<file path="src/rtl/uart_pkg.sv">
// Shared definitions for the UART transmit path: frame sequencer state
// encoding, the divisor width used between the sequencer and its baud tick
// counter, and the idle level of the serial line.
package uart_pkg;

  // Width of the bit-period divisor handed to the tick counter.
  localparam int BAUD_DIV_W = 32;

  // Level the tx line rests at between frames (mark).
  localparam logic UART_IDLE_LEVEL = 1'b1;

  // Frame sequencer states. PARITY is only entered when the parity bit is
  // compiled in; the encoding stays the same either way.
  typedef enum logic [2:0] {
    IDLE   = 3'd0,
    START  = 3'd1,
    DATA   = 3'd2,
    PARITY = 3'd3,
    STOP   = 3'd4
  } uart_tx_state_t;

endpackage : uart_pkg

</file>
<file path="src/rtl/uart_tx_ctrl.sv">
// UART transmit sequencer.
//
// Accepts a word on a valid/ready handshake, latches it together with the
// bit-period divisor, then frames it onto tx as START, DATA (LSB first),
// optional PARITY and STOP bits. Bit timing comes from an external tick
// counter: baud_start enables it for the whole frame, baud_divisor sets the
// period and baud_tick marks the last cycle of each bit.
//
// Build option: define UART_TX_PARITY_EN to insert a parity bit between the
// data and stop bits (even parity, or odd when PARITY_ODD=1). Without it
// there is no parity state and no parity logic.
//
// tx_abort drops the frame at any point while busy and returns the line to
// idle on the next cycle. Every output comes straight from a flop.
module uart_tx_ctrl
  import uart_pkg::*;
#(
  parameter int DATA_BITS  = 8,
  parameter int STOP_BITS  = 1,
  parameter int PARITY_ODD = 0
) (
  input  logic                  clk,
  input  logic                  areset,
  input  logic [DATA_BITS-1:0]  tx_data,
  input  logic                  tx_valid,
  output logic                  tx_ready,
  input  logic [BAUD_DIV_W-1:0] divisor,
  input  logic                  tx_abort,
  output logic                  baud_start,
  output logic [BAUD_DIV_W-1:0] baud_divisor,
  input  logic                  baud_tick,
  output logic                  tx,
  output logic                  busy,
  output logic                  done,
  output logic                  aborted
);

  // Bit counter only needs to reach DATA_BITS-1 (at most 8).
  localparam int CNT_W = 4;
  localparam logic [CNT_W-1:0] LAST_DATA_BIT = CNT_W'(DATA_BITS - 1);
  // Stop counter counts down from STOP_BITS-1 to 0 (one or two stop bits).
  localparam logic STOP_LOAD = 1'(STOP_BITS - 1);

  // Reject parameter values the framing logic was not built for.
  if (DATA_BITS < 5 || DATA_BITS > 9) begin : g_bad_data_bits
    $error("uart_tx_ctrl: DATA_BITS must be 5..9");
  end
  if (STOP_BITS < 1 || STOP_BITS > 2) begin : g_bad_stop_bits
    $error("uart_tx_ctrl: STOP_BITS must be 1 or 2");
  end
  if (PARITY_ODD < 0 || PARITY_ODD > 1) begin : g_bad_parity_odd
    $error("uart_tx_ctrl: PARITY_ODD must be 0 or 1");
  end

  uart_tx_state_t          state_q, state_d;
  logic                    tx_q, tx_d;
  logic                    tx_ready_q, tx_ready_d;
  logic                    busy_q, busy_d;
  logic                    baud_start_q, baud_start_d;
  logic [BAUD_DIV_W-1:0]   baud_divisor_q, baud_divisor_d;
  logic                    done_q, done_d;
  logic                    aborted_q, aborted_d;
  logic [DATA_BITS-1:0]    shreg_q, shreg_d;
  logic [CNT_W-1:0]        bit_cnt_q, bit_cnt_d;
  logic                    stop_cnt_q, stop_cnt_d;
`ifdef UART_TX_PARITY_EN
  logic                    parity_q, parity_d;
`endif

  logic tick;

  // A tick only counts while the counter is enabled, so a stray tick in
  // IDLE can never move the sequencer.
  assign tick = baud_tick & baud_start_q;

  // Next-state logic: accept in IDLE, otherwise abort or step on each tick.
  always_comb begin
    state_d        = state_q;
    tx_d           = tx_q;
    tx_ready_d     = tx_ready_q;
    busy_d         = busy_q;
    baud_start_d   = baud_start_q;
    baud_divisor_d = baud_divisor_q;
    done_d         = 1'b0;
    aborted_d      = 1'b0;
    shreg_d        = shreg_q;
    bit_cnt_d      = bit_cnt_q;
    stop_cnt_d     = stop_cnt_q;
`ifdef UART_TX_PARITY_EN
    parity_d       = parity_q;
`endif

    if (state_q == IDLE) begin
      tx_d         = UART_IDLE_LEVEL;
      tx_ready_d   = 1'b1;
      busy_d       = 1'b0;
      baud_start_d = 1'b0;
      // tx_abort is deliberately not looked at here: an accept in the same
      // cycle wins, and an abort with nothing in flight means nothing.
      if (tx_valid && tx_ready_q) begin
        shreg_d        = tx_data;
        baud_divisor_d = divisor;
        bit_cnt_d      = '0;
        stop_cnt_d     = STOP_LOAD;
`ifdef UART_TX_PARITY_EN
        parity_d       = (^tx_data) ^ (PARITY_ODD != 0);
`endif
        state_d        = START;
        tx_d           = 1'b0;
        busy_d         = 1'b1;
        tx_ready_d     = 1'b0;
        baud_start_d   = 1'b1;
      end
    end else if (tx_abort) begin
      // Abort beats a tick arriving in the same cycle.
      state_d      = IDLE;
      tx_d         = UART_IDLE_LEVEL;
      tx_ready_d   = 1'b1;
      busy_d       = 1'b0;
      baud_start_d = 1'b0;
      aborted_d    = 1'b1;
    end else if (tick) begin
      case (state_q)
        START: begin
          state_d = DATA;
          tx_d    = shreg_q[0];
        end
        DATA: begin
          shreg_d   = shreg_q >> 1;
          bit_cnt_d = bit_cnt_q + 1'b1;
          if (bit_cnt_q == LAST_DATA_BIT) begin
            stop_cnt_d = STOP_LOAD;
`ifdef UART_TX_PARITY_EN
            state_d    = PARITY;
            tx_d       = parity_q;
`else
            state_d    = STOP;
            tx_d       = UART_IDLE_LEVEL;
`endif
          end else begin
            tx_d = shreg_q[1];
          end
        end
`ifdef UART_TX_PARITY_EN
        PARITY: begin
          state_d = STOP;
          tx_d    = UART_IDLE_LEVEL;
        end
`endif
        STOP: begin
          if (stop_cnt_q == 1'b0) begin
            state_d      = IDLE;
            tx_d         = UART_IDLE_LEVEL;
            tx_ready_d   = 1'b1;
            busy_d       = 1'b0;
            baud_start_d = 1'b0;
            done_d       = 1'b1;
          end else begin
            stop_cnt_d = stop_cnt_q - 1'b1;
          end
        end
        default: begin
          state_d      = IDLE;
          tx_d         = UART_IDLE_LEVEL;
          tx_ready_d   = 1'b1;
          busy_d       = 1'b0;
          baud_start_d = 1'b0;
        end
      endcase
    end
  end

  // State and output registers; reset puts the line at idle immediately.
  always_ff @(posedge clk or posedge areset) begin
    if (areset) begin
      state_q        <= IDLE;
      tx_q           <= UART_IDLE_LEVEL;
      tx_ready_q     <= 1'b1;
      busy_q         <= 1'b0;
      baud_start_q   <= 1'b0;
      baud_divisor_q <= '0;
      done_q         <= 1'b0;
      aborted_q      <= 1'b0;
      shreg_q        <= '0;
      bit_cnt_q      <= '0;
      stop_cnt_q     <= 1'b0;
`ifdef UART_TX_PARITY_EN
      parity_q       <= 1'b0;
`endif
    end else begin
      state_q        <= state_d;
      tx_q           <= tx_d;
      tx_ready_q     <= tx_ready_d;
      busy_q         <= busy_d;
      baud_start_q   <= baud_start_d;
      baud_divisor_q <= baud_divisor_d;
      done_q         <= done_d;
      aborted_q      <= aborted_d;
      shreg_q        <= shreg_d;
      bit_cnt_q      <= bit_cnt_d;
      stop_cnt_q     <= stop_cnt_d;
`ifdef UART_TX_PARITY_EN
      parity_q       <= parity_d;
`endif
    end
  end

  assign tx           = tx_q;
  assign tx_ready     = tx_ready_q;
  assign busy         = busy_q;
  assign baud_start   = baud_start_q;
  assign baud_divisor = baud_divisor_q;
  assign done         = done_q;
  assign aborted      = aborted_q;

endmodule : uart_tx_ctrl
</file>
<file path="config.mk">
export PLATFORM = sky130hd
export DESIGN_NAME = uart_tx_ctrl
export DESIGN_NICKNAME = d
export VERILOG_FILES = /design/src/rtl/uart_pkg.sv /design/src/rtl/uart_tx_ctrl.sv
export SDC_FILE = /design/constraint.sdc
export NUM_CORES = 1
export LEC_CHECK = 0
export ABC_CLOCK_PERIOD_IN_PS = 1700
export BUFFER_PORTS_ARGS = -buffer_cell sky130_fd_sc_hd__buf_2
export CORE_MARGIN = 5
export CORE_UTILIZATION = 35
export CTS_CLUSTER_DIAMETER = 120
export DETAILED_ROUTE_END_ITERATION = 16
export PLACE_DENSITY = 0.72
export SYNTH_ARGS = -nofsm -noshare
export SYNTH_HDL_FRONTEND = slang
export SYNTH_SLANG_ARGS = --single-unit
</file>
<file path="constraint.sdc">
create_clock -name clk -period 1.7 [get_ports clk]
set_input_delay 0.34 -clock clk [delete_from_list [all_inputs] [get_ports clk]]
set_output_delay 0.34 -clock clk [all_outputs]
set_load 0.005 [all_outputs]
</file>
### Word-level counts from Yosys, hierarchy flattened

Index checks and enable logic that the tools add are counted.

| operators by class | value |
|---|---|
| bitwise logic cells | 1 |
| shift-type cells | 0 |
| div/mod/pow operators | 0 |
| multiply operators | 0 |
| order comparisons | 0 |
| muxes and demuxes | 48 |
| $add $sub $neg | 2 |
| reductions and logical operators | 13 |
| equal/unequal tests | 10 |

Operators by type and width:

| operator | count |
|---|---|
| $mux W8 | 5 |
| $mux W1 | 27 |
| $mux W4 | 5 |
| $mux W3 | 6 |
| $pmux W3 S3 | 1 |
| $ne A4 B4 Y1 const B | 2 |
| $reduce_and A4 Y1 | 2 |
| $pmux W1 S2 | 3 |
| $reduce_bool A3 Y1 | 2 |
| $reduce_and A5 Y1 | 1 |
| $add A4 B1 Y4 const B | 1 |
| $eq A4 B3 Y1 const B | 1 |
| $ne A2 B1 Y1 const B | 2 |
| $reduce_and A2 Y1 | 2 |
| $reduce_bool A2 Y1 | 2 |
| $eq A3 B1 Y1 const B | 1 |
| $eq A3 B2 Y1 const B | 1 |
| $eq A3 B3 Y1 const B | 1 |
| $logic_not A3 Y1 | 1 |
| $ne A3 B1 Y1 const B | 1 |
| $ne A3 B3 Y1 const B | 1 |
| $pmux W1 S3 | 1 |
| $reduce_and A3 Y1 | 1 |
| $reduce_or A2 Y1 | 1 |
| other kinds (3) | 3 |

| storage, ports and cells | value |
|---|---|
| bits in latches | 0 |
| output and inout bits | 38 |
| register bits | 53 |
| memories | 0 |
| ROM bits | 0 |
| logic and storage cells | 84 |
| input bits | 45 |
| bits in writable memories | 0 |

### Longest topological paths before layout

| logic depth | value |
|---|---|
| word-level depth | 6 |
| gate-level depth with buffers | 7 |
| depth with buffers taken out | 5 |

### Least setup slack after synthesis

No wires, ideal clock.

| timing path | value |
|---|---|
| path kind | flip-flop to flip-flop |
| from | register state_q[2] |
| to | register baud_divisor_q[25] (netlist: baud_divisor[25]) |
| library setup time | 0.125 ns |
| stages on the path, launching flop included | 7 |
| path buffers | 3 |
| arrival time | 1.451 ns |
| clock period less this slack | 1.576 ns |
| required time | 1.575 ns |
| path slack | 0.124 ns |
| path through | dfrtp_1 buf_6 nor3_4 and3_4 buf_6 buf_8 mux2_4 |

| on the way | value |
|---|---|
| word-level cells in the longest chain between the ends | 2 |

Ends and longest elaborated chain:

| item | RTL line | text |
|---|---|---|
| start: declaration | uart_tx_ctrl.sv:55 | `uart_tx_state_t state_q, state_d;` |
| start signal: assignment | uart_tx_ctrl.sv:191 | `state_q <= state_d;` |
| $logic_not A3 Y1 | uart_tx_ctrl.sv:93 | `if (state_q == IDLE) begin` |
| $reduce_and A2 Y1 (no source line) | - |  |
| end signal: assignment | uart_tx_ctrl.sv:196 | `baud_divisor_q <= baud_divisor_d;` |
| end: declaration | uart_tx_ctrl.sv:60 | `logic [BAUD_DIV_W-1:0] baud_divisor_q, baud_divisor_d;` |

Every way passes these cells.
A chain may end at the register's enable or synchronous reset.

### Final worst setup path

| timing path | value |
|---|---|
| from | register state_q[0] |
| to | register bit_cnt_q[0] |

| on the way | value |
|---|---|
| word-level cells in the longest chain between the ends | 3 |
| elaborated cells between the ends (all ways) | 8 |
| classes of those cells | 3 x eq/ne; 1 x mux; 4 x reduce/logical |

Ends and longest elaborated chain:

| item | RTL line | text |
|---|---|---|
| $eq A3 B2 Y1 / $logic_not A3 Y1 (equally long branches) | uart_tx_ctrl.sv:123, uart_tx_ctrl.sv:93 |  |
| $reduce_bool A2 Y1 (no source line) / $ne A2 B1 Y1 (equally long branches) | - |  |
| $reduce_and A4 Y1 (no source line) | - |  |
| end signal: assignment | uart_tx_ctrl.sv:200 | `bit_cnt_q <= bit_cnt_d;` |
| end: declaration | uart_tx_ctrl.sv:64 | `logic [CNT_W-1:0] bit_cnt_q, bit_cnt_d;` |

Several ways; a longest one is shown, not always the timed one.

==> summary.md <==
| Metric | Value |
|---|---|
| Status | `finished clean` |
| Share of layout cells above drive strength 1 | `55.60%` |
| CP endpoint kind | `register` |
| Chip width | `90.97 um` |
| CP Launch Type | `register` |
| Max-slew violation count | `0` |
| Pin count of the biggest net entering global routing | `53` |
| Final Critical Period | `1.588 ns` |
| Multi-input gate area | `884.6 um^2` |
| Setup TNS | `0 ns` |
| Number of synthesized flops with an enable pin | `0` |
| CTS sink count | `52` |
| Worst path bufs/invs | `1` |
| Num CTS Buffers | `5` |
| Fill count | `590` |
| Die height | `90.97 um` |
| Worst Max-Slew Pin Slew | `0.3631 ns` |
| Clock Skews | `0.01117 ns` |
| Post-synthesis cell area | `2295 um^2` |
| H-tree Lvls | `2` |
| Iter 0 DRT Violations | `58` |
| Number of max-cap violations | `0` |
| Leak pwr | `1.416 nW` |
| Grt ovf | `0` |
| Most numerous cell in the Yosys netlist | `dfrtp_1` |
| Worst Hold Class | `in2async` |
| WL/cell | `13.99 um` |
| Synth warn | `0` |
| VDD IR max | `0.8963 mV` |
| Synth area leader | `dfrtp_1` |
| HPWL after DPL | `3423 um` |
| Diode count | `0` |
| Std-Cell Rows | `29` |
| Vias in the first global route | `1707` |
| TritonRoute pass-1 iters | `4` |
| Syn_area_per_cell | `13.99 um^2` |
| Setup violations, final | `0` |
| Non-Filler Instances | `327` |
| Synth unique cells | `39` |
| Vias/cell | `4.768` |
| Nets | `295` |
| Cell Chain, Critical Path | `nor3_4, and3_4, buf_12, nor2_1, mux2_2` |
| R2R Path Start | `state_q[0]` |
| Worst EP arrival | `1.78 ns` |
| RSZ-0062 raised after global routing | `no` |
| DRC | `0` |
| Slowest CP cell | `dfrtp_1` |
| Area Overhead vs Synth | `25.90%` |
| RR Endpoint | `bit_cnt_q[0]` |
| Largest cells by area after synthesis | `dfrtp_1, mux2_4, mux2_2, mux2i_1, dfstp_2` |
| Seq. cell area | `1304 um^2` |
| # IOs | `83` |
| CTS tree | `done` |
| CORE AREA | `6350 um^2` |
| Mapped Cells | `164` |
| Initial antenna violation count | `0` |
| Syn_nets | `210` |
| R2R depth | `5` |
| M1 WL | `2044 um` |
| Fin. Hold Viols | `0` |
| Most used DFF post-synth | `dfrtp_1` |
| Worst relative slew slack | `75.61%` |
| Initial core utilization | `36.14%` |
| Fraction of registers with async set/reset | `100.0%` |
| Max Freq | `629.6 MHz` |
| Clk slew on worst S/H paths | `0.10 ns` |
| Top-area cell type share of the netlist area | `54.53%` |
| IO Port Bufs | `82` |
| Met3 routed WL | `446 um` |
| Met2 routed WL | `2072 um` |
| Sequential area share after synthesis | `56.82%` |
| Reg2reg setup slack | `0.11 ns` |
| Fin crit share | `93.43%` |
| CTS root buffer | `clkbuf_8` |
| FF+latch count, synth | `52` |
| Clock tree buffer depth | `2` |
| First-pass GRT wire length | `7962 um` |
| Total number of vias | `1559` |
| WS Path Type | `reg2reg` |
| Placed cells | `319` |
| ANT nets after route | `0` |
| Global placer's final weighted congestion | `0.8344` |
| Family with the most delay on the worst path | `simple AND/OR/NAND/NOR gates` |
| WP data required | `1.89 ns` |
| GRT Overall Usage | `11.47%` |
| Highest metal used | `met4` |
| Final wirelength | `4576 um` |
| Clk Latency, worst-skew pair | `0.31 ns` |
| Worst path max stage delay | `0.47 ns` |
| Commonest cells post-synth | `dfrtp_1, mux2_2, mux2_4` |
| Worst Path Max Fanout | `22` |
| PD cells | `1709 nW/um^2` |
| Die area | `8276 um^2` |
==> repair_timing <==
action / in CTS / in global routing
hold buffers: 0 / 0
gates resized for setup: 0 / 1
buffers inserted: 0 / 0
endpoints found under the setup margin: 0 / 7
==> worst reg2reg max path: stages, from the launching register on <==
cell     delay (ns)
dfrtp_1        0.47
nor3_4         0.20
and3_4         0.28
buf_12         0.19
nor2_1         0.09
mux2_2         0.27
==> per-stage QoR <==
step	area [um^2]	hold WS [ns]	power (mW)	utilization, %	worst slack [ns]
final	2889	0.06155	4.936	45.50	0.1118
after global routing	2889	0.07286	5.320	45.50	0.006139
after CTS	2883	0.07103	5.031	45.40	0.08431
after detailed placement	2790	0.4148	4.307	43.94	0.09957
after global placement	2790	0.4067	4.232	43.94	0.1086
after floorplan	2295	0.4573	3.583	-	0.1054
==> logic make-up (layout without fill, tap and decap cells) <==
logic type | after synthesis | count (layout) | share of synthesized area, %
DFF | 52 | 52 | 56.82
muxes | 40 | 40 | 21.86
and+or+nand+nor | 36 | 36 | 10.03
AOI/OAI and AO/OA | 19 | 19 | 5.071
buffers and inverters | 14 | 100 | 4.907
xor gates and xnor gates | 2 | 2 | 0.7635
adders and majority gates | 1 | 1 | 0.5452
==> registers in the layout, indices dropped and copies added (netlist names) <==
name	count
tx_ready	1
bit_cnt_q	4
shreg_q	8
state_q	3
tx	1
done	1
aborted	1
baud_divisor	32
baud_start	1
==> worst max-delay path by stage <==
stage | startpoint | depth (start not counted) | slack (ns) | to
6_report | state_q[0] | 5 | 0.11 | bit_cnt_q[0]
5_1_grt | state_q[1] | 5 | 0.006 | shreg_q[3]
4_1_cts | state_q[0] | 4 | 0.08 | shreg_q[5]
3_5_place_dp | state_q[0] | 4 | 0.1 | shreg_q[5]
3_3_place_gp | state_q[0] | 4 | 0.11 | shreg_q[5]
2_1_floorplan | areset | 1 | 0.11 | aborted
==> layout make-up <==
type                       count  share of cell area [%]
sequential                    52                   45.13
multi-input combinational     98                   30.62
timing repair buffer          89                   17.32
tap                           77                   3.335
clock buffer                   5                   2.382
clock inverter                 3                  0.8229
inverter                       3                  0.3898
==> power by group <==
part           switching [mW]  internal (mW)  total (mW)
combinational           0.840           1.27        2.11
sequential              0.313           1.80        2.12
clock                   0.416          0.292       0.708
total                    1.57           3.37        4.94
==> placed cells by master (no fill, tap or decap), drive strengths merged <==
| cell type | instances |
|---|---|
| a211o | 1 |
| a21o | 2 |
| a21oi | 10 |
| a22o | 1 |
| a22oi | 1 |
| a2bb2oi | 1 |
| and2 | 1 |
| and3 | 1 |
| and3b | 1 |
| buf | 89 |
| clkbuf | 5 |
| clkinv | 1 |
| clkinvlp | 2 |
| dfrtp | 50 |
| dfstp | 2 |
| ha | 1 |
| inv | 3 |
| mux2 | 33 |
| mux2i | 7 |
| nand2 | 3 |
| nand2b | 1 |
| nand3 | 1 |
| nand3b | 2 |
| nand4b | 1 |
| nor2 | 6 |
| nor2b | 3 |
| nor3 | 12 |
| nor4 | 2 |
| nor4b | 1 |
| o211ai | 1 |
| o21ai | 2 |
| or2 | 1 |
| xnor2 | 2 |
==> metal layers <==
metal  global-route usage [%]  up-vias
li1                         -      747
met1                    15.20      745
met2                    17.55       64
met3                    5.372        3
met4                    1.834        0
met5                        0        -
No activity file was read; power rests on OpenSTA's default activity.
